### src/rtl/pipeline_ctrl_pkg.sv
// Shared types and constants for the pipeline control unit.
// Holds the SRAM wait-state encoding and default access latency.
package pipeline_ctrl_pkg;

    typedef enum logic [1:0] {
        IDLE = 2'd0,
        WAIT = 2'd1,
        DONE = 2'd2
    } sram_state_t;

    localparam int DEFAULT_SRAM_LATENCY = 6;

endpackage

### src/rtl/sram_wait_fsm.sv
// SRAM wait-state sequencer: holds MEM for a fixed access latency.
// Raises mem_stall while waiting and pulses mem_ready on completion.
module sram_wait_fsm
    import pipeline_ctrl_pkg::*;
#(
    parameter int SRAM_LATENCY = DEFAULT_SRAM_LATENCY
) (
    input  logic clk,
    input  logic rst,
    input  logic req,
    output logic mem_stall,
    output logic mem_ready
);

    localparam logic [3:0] LOAD = 4'(SRAM_LATENCY - 2);

    sram_state_t state;
    logic [3:0]  cnt;

    // State and wait counter; dropping req mid-wait aborts the access
    always_ff @(posedge clk or posedge rst) begin
        if (rst) begin
            state <= IDLE;
            cnt   <= 4'd0;
        end else begin
            case (state)
                IDLE: begin
                    if (req) begin
                        state <= WAIT;
                        cnt   <= LOAD;
                    end
                end
                WAIT: begin
                    if (!req) begin
                        state <= IDLE;
                    end else if (cnt == 4'd0) begin
                        state <= DONE;
                    end else begin
                        cnt <= cnt - 4'd1;
                    end
                end
                DONE: begin
                    state <= IDLE;
                end
                default: begin
                    state <= IDLE;
                end
            endcase
        end
    end

    // Stall starts in the same cycle the request is first seen
    always_comb begin
        mem_stall = 1'b0;
        mem_ready = 1'b0;
        if (!rst) begin
            mem_stall = (state == WAIT) || ((state == IDLE) && req);
            mem_ready = (state == DONE);
        end
    end

endmodule

### src/rtl/pipeline_control_unit.sv
// Stall/flush sequencer for the 5-stage pipeline.
// Combines SRAM waits, branches and hazards; counts stalls and flushes.
module pipeline_control_unit
    import pipeline_ctrl_pkg::*;
#(
    parameter int SRAM_LATENCY = DEFAULT_SRAM_LATENCY,
    parameter int CNT_W        = 16
) (
    input  logic             clk,
    input  logic             rst,
    input  logic             hazard_detected,
    input  logic             branch_taken,
    input  logic             mem_r_en,
    input  logic             mem_w_en,
    output logic             freeze_pc,
    output logic             freeze_if_id,
    output logic             freeze_id_exe,
    output logic             freeze_exe_mem,
    output logic             flush_if_id,
    output logic             flush_id_exe,
    output logic             flush_mem_wb,
    output logic             mem_ready,
    output logic             mem_stall,
    output logic [CNT_W-1:0] stall_count,
    output logic [CNT_W-1:0] flush_count
);

    logic req;

    assign req = mem_r_en | mem_w_en;

    sram_wait_fsm #(
        .SRAM_LATENCY(SRAM_LATENCY)
    ) u_sram (
        .clk      (clk),
        .rst      (rst),
        .req      (req),
        .mem_stall(mem_stall),
        .mem_ready(mem_ready)
    );

    // Priority: SRAM stall, then branch squash, then hazard bubble
    always_comb begin
        freeze_pc      = 1'b0;
        freeze_if_id   = 1'b0;
        freeze_id_exe  = 1'b0;
        freeze_exe_mem = 1'b0;
        flush_if_id    = 1'b0;
        flush_id_exe   = 1'b0;
        flush_mem_wb   = 1'b0;
        if (rst) begin
            flush_mem_wb = 1'b0;
        end else if (mem_stall) begin
            freeze_pc      = 1'b1;
            freeze_if_id   = 1'b1;
            freeze_id_exe  = 1'b1;
            freeze_exe_mem = 1'b1;
            flush_mem_wb   = 1'b1;
        end else if (branch_taken) begin
            flush_if_id  = 1'b1;
            flush_id_exe = 1'b1;
        end else if (hazard_detected) begin
            freeze_pc    = 1'b1;
            freeze_if_id = 1'b1;
            flush_id_exe = 1'b1;
        end
    end

    // Saturating performance counters
    always_ff @(posedge clk or posedge rst) begin
        if (rst) begin
            stall_count <= '0;
            flush_count <= '0;
        end else begin
            if (freeze_pc && (stall_count != '1)) begin
                stall_count <= stall_count + 1'b1;
            end
            if (flush_if_id && (flush_count != '1)) begin
                flush_count <= flush_count + 1'b1;
            end
        end
    end

endmodule

### config.mk
export PLATFORM = sky130hd
export DESIGN_NAME = pipeline_control_unit
export DESIGN_NICKNAME = d
export VERILOG_FILES = /design/src/rtl/pipeline_ctrl_pkg.sv /design/src/rtl/sram_wait_fsm.sv /design/src/rtl/pipeline_control_unit.sv
export SDC_FILE = /design/constraint.sdc
export NUM_CORES = 1
export LEC_CHECK = 0
export ABC_AREA = 1
export ABC_CLOCK_PERIOD_IN_PS = 4210
export CAP_MARGIN = 20
export CORE_ASPECT_RATIO = 1.1
export CORE_MARGIN = 3
export CORE_UTILIZATION = 25
export DETAILED_ROUTE_END_ITERATION = 10
export PLACE_DENSITY = 0.46
export SYNTH_ARGS = -nofsm -noshare
export SYNTH_HDL_FRONTEND = slang
export SYNTH_SLANG_ARGS = --single-unit
### constraint.sdc
create_clock -name clk -period 4.21 [get_ports clk]
set_input_delay 0.842 -clock clk [delete_from_list [all_inputs] [get_ports clk]]
set_output_delay 0.842 -clock clk [all_outputs]
set_load 0.01 [all_outputs]
==> metrics.txt, run 1 <==
syn nets about 360; Post-CTS Hold Buffers 0; Hold Vio Cnt, Final 0; YS warnings 0; setup TNS 0 ns; CTS buffer count 5; clock slew at reported path FFs 0.08 ns; Pwr Total approximately 1200 uW; WP data arrival around 2.5 ns; Placement Cell Area 2990 um2; nets@finish 401; Multi-input gate area 1300 um2; Horiz. Die Dim around 100 um; io pins 47; wirelength, routed 5910 um; worst min-delay path category register to register; syn_area_per_cell between 7 and 8 um2; Congestion Overflow GR 0; post-synth top area share 38.9%; largest net degree at the start of global routing 36; Post-synth EDFFs 0; n_diodes 0; DRC errors left 0; CTS tree yes; Fmax achieved between 0.3 and 0.4 GHz; PortBufs 46; Synth area leaders dfrtp_1 39%, nand2_1 20%, nor2_1 5.7%; final number of max-transition violations 0; worst endpoint required time 3.37 ns; num rows 37; Iter 0 DRT Violations between 50 and 60; Syn-to-layout area delta 26.8%; Post-Layout Inst Area 3100 um2; Primary FF master, synth dfrtp_1; fraction of registers with async set/reset 100%; mapped cell area roughly 2400 um2; wire length per cell 11.6 um; power per cell area 392 nW/um2; clk buf depth 2; Pleak ~0.0013 uW; DIE AREA 11000 um2; FILL cells 1046; final setup fails 0; Resize count post-CTS 0; Chip Height 110 um; root buffer cell clkbuf_8; sequential share of the synthesized area 38.9%; Final min period 3.32 ns; Post-DRT Antenna Nets 0; Worst Slack Setup Final just under 0.9 ns; MaxCap Viol Count 0; number of setup buffers added after CTS 0; Rel. slew slack 44.4%; RSZ-0062 raised after global routing false; via count around 2200; Detailed Place HPWL approximately 4300 um; Fin Clk Skew 0.0136 ns; VDD IR-drop max 0.178 mV; CTS H-tree depth 2; synthesized netlist cell count 346; Worst Tran Pin Value 0.833 ns; global-route wire length before repair 10500 um; clk_lat worst skew 0.29 ns; GR Util All Layers between 10% and 20%; CP Capture Type output pin; Place WS 0.875 ns; register area ~950 um2; Core Region 9440 um2; clk sinks 38; fin util 32.8%; layout cells sized above 1 approximately a tenth; CP Launch Type input port; #FFs+latches synth 38; Crit Path Class input port to output pin; Distinct cells, synth 25; top cells by count, synth 130 x nand2_1, 38 x dfrtp_1, 37 x nor2_1, 27 x o21ai_0, 25 x inv_1; count leader, synth nand2_1; number of global-route vias before repair 2144; RePlAce Congestion about 0.8; initial antenna violation count 0; leading area contributor after synthesis dfrtp_1; outcome finished, final reports clean; vias per cell around 4.4; drt pass-1 iters 5; CP Max Fanout 4; Final period util 78.8%; initial core utilization 25.9%
layout make-up:
class,count,share of cell area [%]
sequential,38,30.7
timing repair buffer,48,15.3
clock buffer,5,2.22
clock inverter,3,1.29
inverter,30,3.72
tap,117,4.73
multi-input combinational,269,42.0
layout by cell type, fill, tap and decap left out:
master,count
inv_4,1
nor3_4,1
nand3_1,16
clkdlybuf4s50_1,46
nand4_1,10
clkinv_1,1
o21ai_1,1
clkinv_2,2
a21oi_1,1
nor2_2,3
clkbuf_8,5
nand2_1,130
xor2_1,6
nor2_4,3
bufinv_16,1
nand2_4,1
buf_4,2
nor2_1,37
o21ai_0,27
nor3_1,1
xnor2_1,9
ha_1,3
dfrtp_1,38
inv_2,3
nand3_2,2
nand2_2,18
inv_1,25
worst max-delay path, stage by stage:
cell             delay (ns)
clkdlybuf4s50_1        0.48
nor2_1                 0.05
nor2_1                 0.23
nor2_1                 0.09
nor2_1                 0.20
clkdlybuf4s50_1        0.58
cells by family (layout without fill, tap and decap cells):
kind of cell | after synthesis | after routing | share of synthesized area [%]
and+or+nand+nor | 222 | 222 | 40.4
DFF | 38 | 38 | 38.9
adders and majority gates | 3 | 3 | 1.54
buffers and inverters | 39 | 86 | 7.83
AOI/OAI and AO/OA | 29 | 29 | 5.94
xor gates and xnor gates | 15 | 15 | 5.38
flip-flops by register name, indices dropped and copies added (netlist names):
signal and cells:
stall_count 16, flush_count 16, u_sram.cnt 4, u_sram.state 2
per-stage QoR:
step / instances / hold slack, ns
finish: 510 / 0.485
detailed placement: 502 / 0.468
global placement: 502 / 0.469
CTS: 510 / 0.490
floorplan: 346 / 0.448
global route: 510 / 0.532
metal layers:
| metal | track usage (%) | vias to the layer above | wire length (um) |
|---|---|---|---|
| met4 | 3.18 | 0 | 55 |
| met5 | 0 | - | 0 |
| met1 | 15.0 | 1031 | 2730 |
| li1 | - | 1178 | - |
| met3 | 2.16 | 5 | 122 |
| met2 | 20.4 | 21 | 3000 |
final timing paths:
path,start,end,slack (ns),depth (start not counted)
max reg2reg,flush_count[0],flush_count[13],2.20,8
max,mem_w_en,freeze_exe_mem,0.89,6
min reg2reg,u_sram.cnt[2],u_sram.cnt[2],0.48,2
min in group asynchronous,rst,u_sram.state[1],0.79,2
max in group asynchronous,rst,flush_count[1],2.71,3
min,u_sram.cnt[2],u_sram.cnt[2],0.48,2
where the power goes:
part           switching [uW]  internal, uW
Clock                     136           175
Sequential               72.6           427
Combinational             220           183
No activity file was read; power rests on OpenSTA's default activity.
==> inputs of run 2 (changes only) <==
--- a/config.mk
+++ b/config.mk
@@ -6,13 +6,13 @@
 export NUM_CORES = 1
 export LEC_CHECK = 0
 export ABC_AREA = 1
-export ABC_CLOCK_PERIOD_IN_PS = 4210
+export ABC_CLOCK_PERIOD_IN_PS = 2900
 export CAP_MARGIN = 20
 export CORE_ASPECT_RATIO = 1.1
 export CORE_MARGIN = 3
 export CORE_UTILIZATION = 25
 export DETAILED_ROUTE_END_ITERATION = 10
-export PLACE_DENSITY = 0.46
+export PLACE_DENSITY = 0.48
 export SYNTH_ARGS = -nofsm -noshare
 export SYNTH_HDL_FRONTEND = slang
 export SYNTH_SLANG_ARGS = --single-unit
==> constraint.sdc (replaced) <==
create_clock -name clk -period 2.9 [get_ports clk]
set_input_delay 0.58 -clock clk [delete_from_list [all_inputs] [get_ports clk]]
set_output_delay 0.58 -clock clk [all_outputs]
set_load 0.01 [all_outputs]
==> metrics.txt, run 2 (same netlist as run 1, synthesis figures left out) <==
wire length per cell 12.0 um (was 11.6 um); Detailed Place HPWL 4490 um (was 4350 um); Core Region 9440 um2 (unchanged); clk buf depth 2 (unchanged); number of global-route vias before repair 2169 (was 2144); GR Util All Layers 11.7% (was 11.8%); CP top delay family buffers and inverters (unchanged); DRC errors left 0 (unchanged); Final period util 95.0%; Post-Layout Inst Area 3150 um2 (was 3100 um2); MaxCap Viol Count 0 (unchanged); CTS buffer count 5 (unchanged); Post-DRT Antenna Nets 0 (unchanged); n_diodes 0 (unchanged); Comb pwr share 31.1% (was 33.2%); CP Launch Type input port (unchanged); slowest cell on the critical path clkdlybuf4s50_1 (unchanged); vias per cell 4.44 (was 4.38); final setup fails 0 (unchanged); Iter 0 DRT Violations 110 (was 52); Chip Height 110 um (unchanged); RePlAce Congestion 0.752 (was 0.798); Clock Power Share 30.4% (was 25.6%); wirelength, routed 6140 um (was 5910 um); Syn-to-layout area delta 29.0% (was 26.8%); VDD IR-drop max 0.219 mV (was 0.178 mV); Pleak 0.00137 uW (was 0.00135 uW); Horiz. Die Dim 100 um (unchanged); CTS tree yes (unchanged); Flop pwr share 38.5% (was 41.2%); global-route wire length before repair 10500 um (about the same); CTS H-tree depth 2 (unchanged); commonest cells after routing, fill and taps aside 130 x nand2_1, 46 x clkdlybuf4s50_1, 38 x dfrtp_1, 35 x nor2_1, 27 x o21ai_0 (was 130 x nand2_1, 46 x clkdlybuf4s50_1, 38 x dfrtp_1, 37 x nor2_1, 27 x o21ai_0); DIE AREA 11000 um2 (unchanged); clock slew at reported path FFs 0.08 ns (about the same); layout cells sized above 1 11.9% (was 10.7%); Switch Pwr 634 uW (was 429 uW); Final min period 2.76 ns; Fmax achieved 0.363 GHz; power per cell area 599 nW/um2 (was 392 nW/um2); WP data arrival 2.18 ns (was 2.47 ns); nets@finish 403 (was 401); Buf+Inv Stages, Crit Path 4 (was 2); drt pass-1 iters 6 (was 5); leading cell type in the layout, fill and taps excluded nand2_1 (unchanged); placed cell count 504 (was 502); Fin Clk Skew 0.00785 ns (was 0.0136 ns); largest net degree at the start of global routing 22 (was 36); worst min-delay path category register to register (unchanged); Congestion Overflow GR 0 (unchanged); final number of max-transition violations 0 (unchanged); CP Capture Type output pin (unchanged); clk_lat worst skew 0.30 ns (was 0.29 ns); setup TNS 0 ns (unchanged); outcome finished, final reports clean (unchanged); largest registers flush_count (16), stall_count (16), u_sram.cnt (4) (unchanged); num rows 37 (unchanged); Non-Filler Instances 512 (was 510); initial core utilization 25.9% (unchanged); clk sinks 38 (unchanged); initial antenna violation count 0 (unchanged); io pins 47 (unchanged); worst endpoint required time 2.32 ns (was 3.37 ns); fin util 33.4% (was 32.8%); via count 2275 (was 2235); Worst Tran Pin Value 0.475 ns (was 0.833 ns); CP Max Fanout 4 (unchanged); RSZ-0062 raised after global routing false (unchanged); Placement Cell Area 3010 um2 (was 2990 um2); Hold Vio Cnt, Final 0 (unchanged); Crit Path Class input port to output pin (unchanged); switching part of the total 33.6% (was 35.4%); Rel. slew slack 68.3% (was 44.4%); CP max stage delay 0.53 ns (was 0.58 ns); final hold slack 0.486 ns (was 0.485 ns); internal power 1260 uW (was 784 uW); PortBufs 46 (unchanged); root buffer cell clkbuf_8 (unchanged); critical path cell sequence clkdlybuf4s50_1, clkinv_2, nand2_1, nor3_4, inv_2, nand2_1, clkdlybuf4s50_1 (was clkdlybuf4s50_1, nor2_1, nor2_1, nor2_1, nor2_1, clkdlybuf4s50_1)
==> run 2: cell count changes in the layout (fill, tap and decap cells not counted), sizes merged <==
cell,before,now
clkbuf,5,6
clkinv,3,1
buf,2,4
bufinv,1,2
==> run 2: path summary, 6_finish.rpt <==
check	from	to	slack [ns]	cells after the start
hold / removal	u_sram.cnt[2]	u_sram.cnt[2]	0.49	2
setup reg to reg	stall_count[0]	stall_count[3]	1.13	8
max in group asynchronous	rst	stall_count[5]	1.89	3
hold reg to reg	u_sram.cnt[2]	u_sram.cnt[2]	0.49	2
min in group asynchronous	rst	flush_count[9]	0.74	3
setup / recovery	rst	flush_id_exe	0.14	7
==> run 2: power by group through the flow <==
stage               Sequential [uW]  Clock, uW  Combinational (uW)
finish                          727        575                 587
global route                    746        609                 659
CTS                             728        592                 595
detailed placement              739          0                 591
global placement                738          0                 590
floorplan                       741          0                 359
==> run 2: worst register-to-register path: cells and delay by family (launching register included) <==
kind / cells / cell delay, ns
adder cells (fa/ha/maj): 1 / 0.22
buffers and inverters: 1 / 0.10
AND/OR/NAND/NOR: 5 / 0.82
flip-flops: 1 / 0.43
AO/OA/AOI/OAI: 1 / 0.07
==> run 2: repair_timing <==
action / CTS / global route
setup buffers: 0 / 0
hold buffers: 0 / 0
setup endpoints to repair: 0 / 4
gates resized for setup: 0 / 2
==> run 2: metrics by stage <==
stage | setup WS, ns | power [uW]
after global routing | 0.0310 | 2010
after CTS | 0.0430 | 1920
after global placement | 0.0779 | 1330
final | 0.145 | 1890
after floorplan | 0.495 | 1100
after detailed placement | 0.0395 | 1330
==> run 2: layout make-up <==
type | instances | area, um2
multi-input combinational | 269 | 1310
tap | 117 | 146
timing repair buffer | 50 | 490
clock buffer | 6 | 82.6
fill | 1038 | 6290
inverter | 30 | 116
clock inverter | 2 | 60.1
sequential | 38 | 951
==> run 2: per-layer routing <==
layer | global-route usage [%] | vias to the layer above | wire length [um]
li1 | - | 1175 | -
met1 | 15.2 | 1054 | 2880
met2 | 19.8 | 40 | 2990
met3 | 1.90 | 6 | 192
met4 | 3.85 | 0 | 76
met5 | 0 | - | 0
==> inputs of run 3 (changes only) <==
==> constraint.sdc (replaced) <==
create_clock -name clk -period 2.9 [get_ports clk]
set_input_delay 0.29 -clock clk [delete_from_list [all_inputs] [get_ports clk]]
set_output_delay 0.29 -clock clk [all_outputs]
set_load 0.01 [all_outputs]
==> metrics.txt, run 3 (same netlist as run 1, synthesis figures left out) <==
initial core utilization 25.9% (unchanged); layout cells sized above 1 11.1% (was 11.9%); n_diodes 0 (unchanged); internal power 1140 uW (was 1260 uW); Post-CTS Hold Buffers 0 (unchanged); CP Capture Type output pin (unchanged); CP top delay family buffers and inverters (unchanged); Core Region 9440 um2 (unchanged); Comb pwr share 33.4% (was 31.1%); num rows 37 (unchanged); Rel. slew slack 65.4% (was 68.3%); final setup fails 0 (unchanged); Congestion Overflow GR 0 (unchanged); Detailed Place HPWL 4490 um (about the same); switching part of the total 36.0% (was 33.6%); VDD IR-drop max 0.311 mV (was 0.219 mV); io pins 47 (unchanged); Post-DRT Antenna Nets 0 (unchanged); worst min-delay path category input port to async pin (was register to register); Horiz. Die Dim 100 um (unchanged); Chip Height 110 um (unchanged); Fin Clk Skew 0.0130 ns (was 0.00785 ns); RePlAce Congestion 0.794 (was 0.752); outcome finished, final reports clean (unchanged); DRC errors left 0 (unchanged); via count 2242 (was 2275); number of global-route vias before repair 2319 (was 2169); global-route wire length before repair 10900 um (was 10500 um); Worst Tran Pin Value 0.518 ns (was 0.475 ns); power per cell area 573 nW/um2 (was 599 nW/um2); initial antenna violation count 0 (unchanged); DIE AREA 11000 um2 (unchanged); Syn-to-layout area delta 27.4% (was 29.0%); Flop pwr share 40.7% (was 38.5%); root buffer cell clkbuf_8 (unchanged); drt pass-1 iters 4 (was 6); Crit Path Class input port to output pin (unchanged); RSZ-0062 raised after global routing false (unchanged); WP data arrival 1.94 ns (was 2.18 ns); slowest cell on the critical path clkdlybuf4s50_1 (unchanged); clock slew at reported path FFs 0.08 ns (about the same); Fmax achieved 0.448 GHz (was 0.363 GHz); number of setup buffers added after CTS 0 (unchanged); largest net degree at the start of global routing 29 (was 22); Resize count post-CTS 0 (unchanged); Iter 0 DRT Violations 86 (was 110); Pleak 0.00136 uW (was 0.00137 uW); cell mode on critical path nor2_1; Clock Power Share 25.9% (was 30.4%); placed cell count 504 (unchanged); Switch Pwr 641 uW (was 634 uW); CP max stage delay 0.58 ns (was 0.53 ns); GR Util All Layers 12.1% (was 11.7%); commonest cells after routing, fill and taps aside 130 x nand2_1, 46 x clkdlybuf4s50_1, 38 x dfrtp_1, 37 x nor2_1, 27 x o21ai_0 (was 130 x nand2_1, 46 x clkdlybuf4s50_1, 38 x dfrtp_1, 35 x nor2_1, 27 x o21ai_0); wirelength, routed 6170 um (was 6140 um); leading cell type in the layout, fill and taps excluded nand2_1 (unchanged); Buf+Inv Stages, Crit Path 2 (was 4); worst endpoint required time 2.61 ns (was 2.32 ns); PortBufs 46 (unchanged); CTS tree yes (unchanged); Final period util 77.0% (was 95.0%); nets@finish 403 (unchanged); CTS buffer count 5 (unchanged); CP Launch Type input port (unchanged); critical path cell sequence clkdlybuf4s50_1, nor2_1, nor2_1, nor2_1, nor2_1, clkdlybuf4s50_1 (was clkdlybuf4s50_1, clkinv_2, nand2_1, nor3_4, inv_2, nand2_1, clkdlybuf4s50_1); clk buf depth 2 (unchanged); largest registers flush_count (16), stall_count (16), u_sram.cnt (4) (unchanged); CP Max Fanout 4 (unchanged); Final min period 2.23 ns (was 2.76 ns); wire length per cell 12.1 um (was 12.0 um); Non-Filler Instances 512 (unchanged); CTS H-tree depth 2 (unchanged); Hold Vio Cnt, Final 0 (unchanged); clk sinks 38 (unchanged); clk_lat worst skew 0.30 ns (about the same); setup TNS 0 ns (unchanged); vias per cell 4.38 (was 4.44); MaxCap Viol Count 0 (unchanged); final number of max-transition violations 0 (unchanged)
[run 3: cell types whose count changed in the layout (fill, tap and decap cells not counted), sizes merged]
cell    change
clkinv      +2
bufinv      -1
clkbuf      -1
[run 3: through the flow]
| step | instance area (um2) | hold slack [ns] | power [uW] | setup slack [ns] | util (%) |
|---|---|---|---|---|---|
| detailed placement | 3000 | 0.474 | 1340 | 0.649 | 31.8 |
| CTS | 3110 | 0.247 | 1810 | 0.646 | 33.0 |
| finish | 3110 | 0.254 | 1780 | 0.668 | 33.0 |
| global route | 3110 | 0.265 | 1930 | 0.485 | 33.0 |
| global placement | 3000 | 0.467 | 1330 | 0.694 | 31.8 |
| floorplan | 2440 | 0.336 | 1100 | 0.457 | - |
[run 3: power groups by stage]
stage	clock, uW	combinational, uW	sequential, uW
after floorplan	0	359	741
after global placement	0	596	737
after CTS	478	606	728
final	461	595	726
after detailed placement	0	602	739
after global routing	495	685	747
[run 3: final timing paths]
path                           startpoint              end  slack, ns  depth (start not counted)
setup reg to reg           stall_count[0]   stall_count[4]       1.11                          8
setup / recovery                 mem_w_en        mem_stall       0.67                          6
hold reg to reg             u_sram.cnt[2]    u_sram.cnt[2]       0.49                          2
min in group clk            u_sram.cnt[2]    u_sram.cnt[2]       0.49                          2
max in group asynchronous             rst   stall_count[2]       2.03                          3
hold / removal                        rst  u_sram.state[1]       0.25                          2
[run 3: metal layers]
layer,part of all wire [%],global-route usage [%],wire length (um),vias up
li1,-,-,-,1179
met1,46,15.5,2860,1041
met2,51,21.2,3160,17
met3,1.4,1.90,85,5
met4,1.0,3.27,62,0
met5,0,0,0,-
[run 3: final cells by class]
type | count | area (um2)
Inverter | 30 | 115
Sequential cell | 38 | 951
Clock inverter | 3 | 40.0
Multi-Input combinational cell | 269 | 1300
Timing Repair Buffer | 50 | 490
Tap cell | 117 | 146
Clock buffer | 5 | 68.8
Fill cell | 1054 | 6330
==> RTL edit 1 (config.mk and constraints of run 1) <==
`CNT_W`: 16 -> 24.
--- a/src/rtl/pipeline_control_unit.sv
+++ b/src/rtl/pipeline_control_unit.sv
@@ -4,7 +4,7 @@
     import pipeline_ctrl_pkg::*;
 #(
     parameter int SRAM_LATENCY = DEFAULT_SRAM_LATENCY,
-    parameter int CNT_W        = 16
+    parameter int CNT_W        = 24
 ) (
     input  logic             clk,
     input  logic             rst,
Ports: changed (resized flush_count and stall_count); port bits go from 47 to 63. No check against the original RTL was run, so the function may have changed too.
==> RTL edit 1 against run 1 <==
Critical endpoint is now flush_if_id; non-clock buffer count up 17; combinational power up 5.2%; core utilization down 0.071 points; area after synthesis up 40%; sequential cell count up 16; highest routed layer unchanged; wire length up 57%; first-iteration DRC count rose to 2.9 times the old value; global-route usage up 0.51 points; count of clock-buffer cells in the layout up 1; power up 24%; worst setup slack worse by 0.018 ns; design area up 40%; sequential share of layout area up 0.42 points.
==> RTL edit 1: results <==
export IMPL_h_tree_depth=2
export IMPL_min_to="u_sram.cnt[1]"
export IMPL_worst_pin_slew_ns=0.4128
export IMPL_cpPeakStageDelay_ns=0.55
export IMPL_ys_top_cells_by_area="dfrtp_1 (40%), nand2_1 (24%), nor2_1 (6.5%), xnor2_1 (4.6%), inv_1 (3.7%)"
export IMPL_ys_seq_area_share_pct=39.52
export IMPL_synth_distinct_cells=28
export IMPL_status="completed"
export IMPL_grt_max_degree=31
export IMPL_drive_above_1_share_pct=5.206
export IMPL_timing_rr_start="flush_count[1]"
export IMPL_cp_arrival_ns=2.49
export IMPL_grt_pass1_wl_um=15510
export IMPL_rrSetupSlack_ns=2.27
export IMPL_cts_root_buffer="clkbuf_16"
export IMPL_numPortBuffers=62
export IMPL_largestRegisters="flush_count: 24 flops, stall_count: 24 flops, u_sram.cnt: 4 flops"
export IMPL_crit_path_max_fanout=7
export IMPL_ir_drop_v=0.0001576
export IMPL_hpwl_um=6778
export IMPL_worstReg2RegEnd="flush_count[22]"
export IMPL_cts_resized_gates=0
export IMPL_hold_start="u_sram.cnt[1]"
export IMPL_p_leak_nw=1.868
export IMPL_wl_um=9259
export IMPL_crit_slowest_cell="clkdlybuf4s50_1"
export IMPL_synthesis_nets=506
export IMPL_skew_ns=0.006556
export IMPL_first_global_vias=3167
export IMPL_yosysWarnings=0
export IMPL_gp_congestion=0.7878
export IMPL_drt_initial_drc_count=151
export IMPL_rr_worst_depth=10
export IMPL_drt_pass1_iter_count=4
export IMPL_grt_usage_pct=12.27
export IMPL_nets=567
export IMPL_synth_common_cells="nand2_1 (223), nor2_1 (59), dfrtp_1 (54)"
export IMPL_vias_per_cell=4.350
export IMPL_ys_async_sr_fraction_pct=100.0
RTL edit 1: worst max path at each step:
stage / from / to / slack (ns) / cells past startpoint
after floorplan: rst / flush_if_id / 0.82 / 3
after global placement: mem_w_en / flush_if_id / 0.88 / 5
after detailed placement: mem_w_en / flush_id_exe / 0.86 / 5
after CTS: mem_w_en / flush_id_exe / 0.87 / 5
after global routing: mem_w_en / flush_id_exe / 0.76 / 5
final: mem_w_en / flush_if_id / 0.88 / 5
RTL edit 1: cell families (layout without fill, tap and decap cells):
group,count (synthesis),in the layout,synth area share [%]
AO/OA/AOI/OAI,20,20,3.183
adder cells (fa/ha/maj),3,3,1.098
buffers and inverters,50,110,6.952
AND/OR/NAND/NOR,341,341,41.82
flip-flops,54,54,39.52
XOR/XNOR,29,29,7.428
RTL edit 1: final cells by class:
type / count / area [µm²]
multi-input combinational: 393 / 1831
clock buffer: 6 / 138.9
fill: 1446 / 8925
sequential: 54 / 1351
timing repair buffer: 65 / 643.1
inverter: 39 / 148.9
tap: 184 / 230.2
RTL edit 1: routing by layer:
| layer | share of wire, % | GRT usage (%) |
|---|---|---|
| met5 | 0 | 0 |
| met4 | 1.1 | 2.345 |
| met3 | 3.6 | 2.154 |
| met2 | 48 | 21.43 |
| met1 | 47 | 16.19 |
RTL edit 1: where the power goes:
part           internal [mW]  total (mW)  switching (mW)
Sequential             0.583       0.664          0.0811
Combinational          0.192       0.424           0.232
Clock                  0.231       0.419           0.188
RTL edit 1: critical path: cells and delay by family:
kind,cells,cell delay (ns)
and+or+nand+nor,1,0.23
AOI/OAI and AO/OA,1,0.28
buffers and inverters,3,1.13
RTL edit 1: metrics by stage:
stage | setup WS (ns) | instance area [µm²] | hold WS, ns | instances | power (mW)
after detailed placement | 0.8636 | 4204 | 0.4773 | 735 | 1.106
after global placement | 0.8820 | 4204 | 0.4674 | 735 | 1.095
final | 0.8756 | 4343 | 0.4862 | 741 | 1.507
after CTS | 0.8689 | 4343 | 0.4958 | 741 | 1.533
after floorplan | 0.8227 | 3420 | 0.4517 | 497 | 0.9327
after global routing | 0.7551 | 4343 | 0.5202 | 741 | 1.602
==> RTL edit 2 (settings of run 1) <==
Without the edit above. Make the reset (`rst`) synchronous in 2 clocked blocks.
--- a/src/rtl/sram_wait_fsm.sv
+++ b/src/rtl/sram_wait_fsm.sv
@@ -18,7 +18,7 @@
     logic [3:0]  cnt;
 
     // State and wait counter; dropping req mid-wait aborts the access
-    always_ff @(posedge clk or posedge rst) begin
+    always_ff @(posedge clk) begin
         if (rst) begin
             state <= IDLE;
             cnt   <= 4'd0;
--- a/src/rtl/pipeline_control_unit.sv
+++ b/src/rtl/pipeline_control_unit.sv
@@ -67,7 +67,7 @@
     end
 
     // Saturating performance counters
-    always_ff @(posedge clk or posedge rst) begin
+    always_ff @(posedge clk) begin
         if (rst) begin
             stall_count <= '0;
             flush_count <= '0;
Behaviour: differs if rst is asserted again (counterexample within 4 cycles, from zero or initial values and one cycle with rst high); with rst held inactive, the same outputs for 10 cycles.
==> RTL edit 2 against run 1 <==
Fmax shrank 5.3%; wire length shrank 1.5%; worst setup slack got worse by 0.19 ns; design area is 3.9% lower; hold slack got worse by 0.034 ns; global-route usage is 0.81 points lower; area after synthesis is 1.6% lower; sequential cell count did not move; critical path type unchanged.
Power is not compared: it rests on default switching activity, and its combinational part moved more than twofold at a synthesized area within 25%.
==> RTL edit 2: results <==
export IMPL_postCtsSetupBuffers=0
export IMPL_fillers=1007
export IMPL_drive_above_1_share_pct=9.337
export IMPL_drt_initial_drc_count=70
export IMPL_crit_path_max_fanout=29
export IMPL_first_global_vias=2158
export IMPL_synth_distinct_cells=33
export IMPL_numCtsBuffers=5
export IMPL_path_clk_slew_ns=0.07
export IMPL_nets=416
export IMPL_status="completed"
export IMPL_cp_arrival_ns=2.66
export IMPL_grt_usage_pct=10.95
export IMPL_ir_drop_v=0.0001008
export IMPL_grt_max_degree=30
export IMPL_worst_pin_slew_ns=0.3804
export IMPL_ys_async_sr_fraction_pct=0
export IMPL_hpwl_um=4263
export IMPL_grt_pass1_wl_um=9715
export IMPL_synth_common_cells="nand2_1 (86), nor2_1 (61), inv_1 (50)"
export IMPL_vias_per_cell=4.355
export IMPL_wl_per_cell_um=11.17
export IMPL_synthesis_nets=375
export IMPL_ys_top_cells_by_area="dfxtp_1 (32%), nand2_1 (13%), nor2_1 (9.5%), inv_1 (7.8%), a21oi_1 (3.5%)"
export IMPL_drt_pass1_iter_count=4
export IMPL_skew_ns=0.002425
export IMPL_ys_seq_area_share_pct=31.63
export IMPL_cpPeakStageDelay_ns=0.53
export IMPL_gp_congestion=0.7620
export IMPL_preCtsSetupSlack_ns=0.6513
export IMPL_ys_flop_type="dfxtp_1"
[RTL edit 2: changes by cell type in the layout (fill, tap and decap cells not counted), moves of 4 or more]
cell,run 1,this run
nand2_1,130,86
xnor2_1,9,5
nor2_1,37,61
nand2_2,18,7
o21ai_0,27,15
dfxtp_1,0,38
dfrtp_1,38,0
nor2_2,3,9
a21oi_1,1,17
inv_1,25,50
[RTL edit 2: cell type report]
type	instances	area share [%]
inverters	55	7.017
well taps	114	4.790
multi-input cells	260	44.37
repair buffers	47	15.71
clock buffers	7	2.563
flip-flops and latches	38	25.55
[RTL edit 2: through the flow]
step	total power, mW	instances	hold slack [ns]	instance area [µm²]
2_1_floorplan	0.5002	366	0.4217	2405
3_3_place_gp	0.5451	514	0.4396	2902
3_5_place_dp	0.5464	514	0.4395	2902
6_report	0.7754	521	0.4507	2978
5_1_grt	0.8253	521	0.4626	2978
4_1_cts	0.7920	521	0.4503	2978
[RTL edit 2: worst paths after layout]
kind / end / depth (start not counted) / slack (ns) / start
min reg2reg: u_sram.cnt[3] / 1 / 0.45 / u_sram.cnt[3]
min: u_sram.cnt[3] / 1 / 0.45 / u_sram.cnt[3]
max reg2reg: stall_count[15] / 10 / 2.61 / stall_count[0]
max: freeze_if_id / 7 / 0.71 / rst
[RTL edit 2: report_power, final]
group | internal [mW] | switching (mW) | total (mW)
Combinational | 0.0631 | 0.0814 | 0.145
Clock | 0.114 | 0.125 | 0.239
Sequential | 0.376 | 0.0156 | 0.392
Total | 0.553 | 0.222 | 0.775
[RTL edit 2: per-layer routing]
metal / share of wire [%] / wire length [µm] / vias to the layer above / GRT usage, %
met5: 0 / 0 / - / 0
met4: 0.76 / 44 / 0 / 2.927
met3: 4.2 / 245 / 5 / 2.367
met2: 49 / 2828 / 46 / 19.72
met1: 46 / 2701 / 1006 / 13.13
li1: - / - / 1212 / -
[RTL edit 2: kinds of logic after synthesis]
group / share of synthesized area (%)
flip-flops: 31.63
XOR/XNOR: 4.370
AO/OA/AOI/OAI: 8.064
adder cells (fa/ha/maj): 1.561
buffers and inverters: 13.42
AND/OR/NAND/NOR: 40.95
